File: src/rtl/fp_div_sqrt_scheduler.sv
// fp_div_sqrt_scheduler: arbitrates FP issue lanes onto one iterative div/sqrt unit
// and tracks the reserved op through execute, flush and writeback.
module fp_div_sqrt_scheduler #(
    parameter int LANES = 2,
    parameter int ALPTR_W = 7,
    parameter int LAT_DIV = 16,
    parameter int LAT_SQRT = 24,
    localparam int LW = LANES > 1 ? $clog2(LANES) : 1,
    localparam int MAXL = LAT_DIV > LAT_SQRT ? LAT_DIV : LAT_SQRT,
    localparam int CW = MAXL > 1 ? $clog2(MAXL) : 1
) (
    input  logic                     clk,
    input  logic                     rst,
    input  logic                     stall,
    input  logic [LANES-1:0]         req_valid,
    input  logic [LANES-1:0]         req_is_sqrt,
    input  logic [LANES*ALPTR_W-1:0] req_al_ptr,
    output logic [LANES-1:0]         grant,
    output logic                     available,
    input  logic [LANES-1:0]         rr_flushed,
    input  logic [LANES-1:0]         ex_start,
    input  logic                     flush_valid,
    input  logic                     flush_all,
    input  logic [ALPTR_W-1:0]       flush_head,
    input  logic [ALPTR_W-1:0]       flush_tail,
    output logic                     unit_start,
    output logic                     unit_abort,
    output logic                     unit_is_sqrt,
    output logic                     done,
    output logic [LW-1:0]            done_lane,
    output logic [ALPTR_W-1:0]       done_al_ptr,
    input  logic                     wb_ack
);
    typedef enum logic [1:0] {IDLE, RESERVED, EXEC, WAIT_WB} state_t;

    state_t             state, state_n;
    logic [LW-1:0]      owner, owner_n, rr, rr_n, gidx;
    logic               is_sqrt, is_sqrt_n, found, in_range, killed;
    logic [ALPTR_W-1:0] al_ptr, al_ptr_n;
    logic [CW-1:0]      cnt, cnt_n;

    assign in_range = flush_head <= flush_tail ? (flush_head <= al_ptr && al_ptr < flush_tail)
                                               : (al_ptr >= flush_head || al_ptr < flush_tail);
    assign killed = flush_valid && (flush_all || in_range);
    assign available = state == IDLE;
    assign unit_is_sqrt = is_sqrt && state != IDLE;
    assign done_lane = owner;
    assign done_al_ptr = al_ptr;

    always_comb begin
        state_n = state;
        owner_n = owner;
        is_sqrt_n = is_sqrt;
        al_ptr_n = al_ptr;
        cnt_n = cnt;
        rr_n = rr;
        grant = '0;
        unit_start = 1'b0;
        unit_abort = 1'b0;
        done = 1'b0;
        found = 1'b0;
        gidx = '0;
        // round-robin search starting at rr, wrapping past the last lane
        for (int i = 0; i < LANES; i++) begin
            if (!found && req_valid[(int'(rr) + i) % LANES]) begin
                found = 1'b1;
                gidx = LW'((int'(rr) + i) % LANES);
            end
        end
        case (state)
            IDLE: begin
                if (found && !stall && !flush_valid) begin
                    grant[gidx] = 1'b1;
                    state_n = RESERVED;
                    owner_n = gidx;
                    is_sqrt_n = req_is_sqrt[gidx];
                    al_ptr_n = req_al_ptr[int'(gidx)*ALPTR_W +: ALPTR_W];
                    rr_n = LW'((int'(gidx) + 1) % LANES);
                end
            end
            RESERVED: begin
                if (killed || rr_flushed[owner]) begin
                    state_n = IDLE;
                end else if (ex_start[owner] && !stall) begin
                    state_n = EXEC;
                    unit_start = 1'b1;
                    cnt_n = is_sqrt ? CW'(LAT_SQRT - 1) : CW'(LAT_DIV - 1);
                end
            end
            EXEC: begin
                unit_abort = killed;
                state_n = killed ? IDLE : (cnt == '0 ? WAIT_WB : EXEC);
                cnt_n = cnt == '0 ? cnt : cnt - 1'b1;
            end
            default: begin
                unit_abort = killed;
                done = !killed;
                state_n = killed || (wb_ack && !stall) ? IDLE : WAIT_WB;
            end
        endcase
    end

    always_ff @(posedge clk) begin
        if (rst) begin
            state <= IDLE;
            owner <= '0;
            is_sqrt <= 1'b0;
            al_ptr <= '0;
            cnt <= '0;
            rr <= '0;
        end else begin
            state <= state_n;
            owner <= owner_n;
            is_sqrt <= is_sqrt_n;
            al_ptr <= al_ptr_n;
            cnt <= cnt_n;
            rr <= rr_n;
        end
    end
endmodule

File: config.mk
export PLATFORM = sky130hd
export DESIGN_NAME = fp_div_sqrt_scheduler
export DESIGN_NICKNAME = d
export VERILOG_FILES = /design/src/rtl/fp_div_sqrt_scheduler.sv
export SDC_FILE = /design/constraint.sdc
export NUM_CORES = 1
export LEC_CHECK = 0
export CORE_MARGIN = 2
export CORE_UTILIZATION = 47
export DETAILED_ROUTE_END_ITERATION = 8
export PLACE_DENSITY = 0.93
export SYNTH_ARGS = -nofsm -noshare
export SYNTH_HDL_FRONTEND = slang
export SYNTH_SLANG_ARGS = --single-unit
File: constraint.sdc
create_clock -name clk -period 4.7 [get_ports clk]
set_input_delay 0.94 -clock clk [delete_from_list [all_inputs] [get_ports clk]]
set_output_delay 0.94 -clock clk [all_outputs]
set_load 0.02 [all_outputs]
==> impl_metrics.csv <==
group,metric,value,unit
critical_path,r2r_start,"done_al_ptr[0]$_SDFFE_PP0P_",
cells_and_area,fin_cells,263,
power,p_leak,0.915,nW
placed_design,dp_hpwl,2.81,mm
power,cellPowerDensity,182,nW/um^2
sta,worst_slew_pin_slew,0.660,ns
hold_path,hold-path-endpoint,"rr$_SDFFE_PP0P_",
cts,clk_latency,0.29,ns
hold_path,hold_start,"rr$_SDFFE_PP0P_",
die,start_util,50.4,%
die,die-area,3460,um^2
power,intPower,257,uW
cts,path_clk_slew,0.10,ns
critical_path,worstPathRequired,3.76,ns
power,switching_power,113,uW
global_routing,globalRoute.totalOverflow,0,
sta,slew_viol_final,0,
detailed_routing,wl_per_cell,12.3,um
logic_synthesis,synth_area,1410,um^2
cells_and_area,insertedDiodeCount,0,
outcome,outcome,"finished with violations",
critical_path,setup.worst_path.start_class,"input pin",
logic_synthesis,synth_top_area_share,24.1,%
detailed_routing,drc_errors,2,
placed_design,place_congestion,0.855,
run,max_cap_violations,0,
sta,period_needed,4.49,ns
detailed_routing,initialDrtViolationCount,50,
sta,setup_viol,0,
power,comb_power_share,36.5,%
cells_and_area,multi_input_area,982,um^2
cells_and_area,fin_nets,296,
power,pwr-share-seq,43.0,%
die,io-pin-count,57,
logic_synthesis,syn_inst,175,
placed_design,port_buffers,56,
hold_path,whs_path_depth,2,
sta,max_freq,223,MHz
critical_path,startpoint,"flush_tail[2]",
logic_synthesis,ys_types,43,
die,die_width,58.8,um
cts,numCtsBuffers,3,
critical_path,worstPathArrival,3.55,ns
sta,tns,0,ns
cells_and_area,areaGrowthSynthToFinish,44.2,%
cells_and_area,mostFrequentLayoutCell,"clkdlybuf4s50_1",
sta,hold_viol,0,
die,core_area,2810,um^2
logic_synthesis,yosys-top-cells-area,"dfxtp_1 (24%), ha_1 (19%), mux2i_1 (8.5%), a211oi_1 (5.3%), nor2_1 (5.0%)",
cells_and_area,finish.utilization,72.7,%
detailed_routing,ant_nets,0,
sta,relSlewSlack,55.9,%
global_routing,grt_pass1_wl,5.68,mm
critical_path,path_cells,"clkdlybuf4s50_1 -> inv_1 -> ha_1 -> a21oi_1 -> o21ai_1 -> a21oi_1 -> o21ai_2 -> maj3_1 -> nand2b_1 -> nand2_1 -> nor2_1 -> clkdlybuf4s50_1",
cts,root_buffer,"clkbuf_4",
outcome,violations,"design-rule violations",
cts,cts_sinks,17,
detailed_routing,via_per_inst,5.41,
cells_and_area,stdcell_area,2040,um^2
logic_synthesis,ys_warn_count,0,
cts,cts-hold-fix-buffers,0,
sta,timing.final.ws_setup,0.209,ns
cells_and_area,fillers,229,
placed_design,dpl.cell_count,259,
detailed_routing,vias,1424,
hold_path,min_path_type,"flop to flop",
critical_path,r2r_slack,2.57,ns
cts,cts_buffer_depth,2,
critical_path,crit_path_max_fanout,4,
global_routing,grt_pass1_vias,1427,
sta,post-route-period-util,95.6,%
placed_design,postPlaceCellArea,2010,um^2
cts,cts_tree,"built",
placed_design,dp_slack,0.204,ns
cells_and_area,mostFrequentLayoutCells,"clkdlybuf4s50_1 (55), ha_1 (21), nor2_1 (19)",
power,ir_drop,0.189,mV
logic_synthesis,synth_top_area_cell,"dfxtp_1",
global_routing,grt_usage,20.7,%
detailed_routing,first_pass_iters,6,
global_routing,antenna_found_initial,0,
die,rows,19,
logic_synthesis,avgSynthCellArea,8.08,um^2
power,p_clk_share,20.6,%
power,swShare,30.5,%
detailed_routing,drt-total-wl,3.23,mm
critical_path,r2r_cells,10,
logic_synthesis,syn-num-nets,238,
logic_synthesis,synth_seq_cells,17,
logic_synthesis,seq_area_frac_synth,24.1,%
cells_and_area,seq_area,340,um^2
critical_path,cpPeakStageDelay,0.60,ns
power,power,370,uW
critical_path,r2r_end,"cnt[2]$_SDFFE_PP0P_",
critical_path,critPathKind,"input pin to primary output",
global_routing,grt_start_max_net_pins,19,
critical_path,crit_path_end_kind,"primary output",
sta,rsz0062_at_grt,"no",
sta,clock_skew,0.00888,ns
critical_path,cpMaxStageDelayCell,"clkdlybuf4s50_1",
cells_and_area,drive_gt1_share,7.33,%
cts,htreeDepth,1,
sta,hold_slack,0.507,ns
die,fp.dieH,58.8,um
cell families (layout without fill, tap and decap cells):
group,count (synthesis),after routing,share of synthesized area [%]
flip-flops,17,17,24.1
AO/OA/AOI/OAI,38,38,18.9
adder cells (fa/ha/maj),22,22,19.3
AND/OR/NAND/NOR,62,62,22.7
multiplexers,12,12,8.50
buffers and inverters,24,81,6.46
state kept, by name (all words and copies together), names as in the netlist:
register     count
done_al_ptr      7
is_sqrt          1
rr               1
done_lane        1
state            2
cnt              5
layout make-up:
type | count | share of cell area (%)
multi-input combinational | 134 | 48.2
timing repair buffer | 58 | 28.4
sequential | 17 | 16.7
inverter | 19 | 3.50
tap | 31 | 1.90
clock buffer | 3 | 1.10
clock inverter | 1 | 0.246
metal layers:
layer | track usage [%] | vias up | wire, um
met1 | 25.5 | 641 | 1480
li1 | - | 742 | -
met4 | 5.84 | 0 | 12
met2 | 37.3 | 39 | 1610
met5 | 0 | - | 0
met3 | 2.64 | 2 | 135
critical path, delay by kind of cell:
family                     cells  cell delay [ns]
AOI/OAI and AO/OA              4             0.54
adders and majority gates      2             0.67
buffers and inverters          3             1.10
and+or+nand+nor                3             0.30
repair_timing:
action | 4_1_cts | 5_1_grt
setup endpoints to repair | 0 | 1
resized for setup | 0 | 1
setup buffers | 0 | 0
Yosys cell counts:
master    count
a211oi_1     10
a21o_1        2
a21oi_1      10
a21oi_2       1
a31oi_1       1
a41o_1        1
and2_1        2
and2b_1       1
and3_1        2
buf_1         2
buf_2         1
clkbuf_1      2
dfxtp_1      17
ha_1         21
inv_1        18
inv_2         1
maj3_1        1
mux2i_1      12
nand2_1      12
nand2b_1      2
nand3_1       4
nand3_2       1
nand3b_1      3
nand4_1       3
nand4b_1      1
nor2_1       19
nor2_2        1
nor2_4        1
nor2b_1       3
nor3_1        3
nor3_2        1
o2111a_2      1
o211ai_1      2
o211ai_2      1
o21ai_0       3
o21ai_1       1
o21ai_2       1
o21bai_1      1
o22ai_1       1
o22ai_2       1
o31ai_1       1
or2_2         1
or3_1         2
power by group through the flow:
| stage | logic [mW] | registers, mW | clock network [mW] |
|---|---|---|---|
| finish | 0.135 | 0.159 | 0.0761 |
| global route | 0.150 | 0.160 | 0.0866 |
| floorplan | 0.0678 | 0.165 | 0 |
| global placement | 0.130 | 0.162 | 0 |
| detailed placement | 0.135 | 0.162 | 0 |
| CTS | 0.135 | 0.159 | 0.0785 |
worst max path at each step:
stage	slack (ns)	end	cells past startpoint
final	0.21	unit_abort	12
after global routing	0.02	unit_abort	12
after CTS	0.20	done	12
after detailed placement	0.20	done	12
after global placement	0.29	done	12
after floorplan	1.29	unit_abort	10
(Power assumes the default switching activity.)
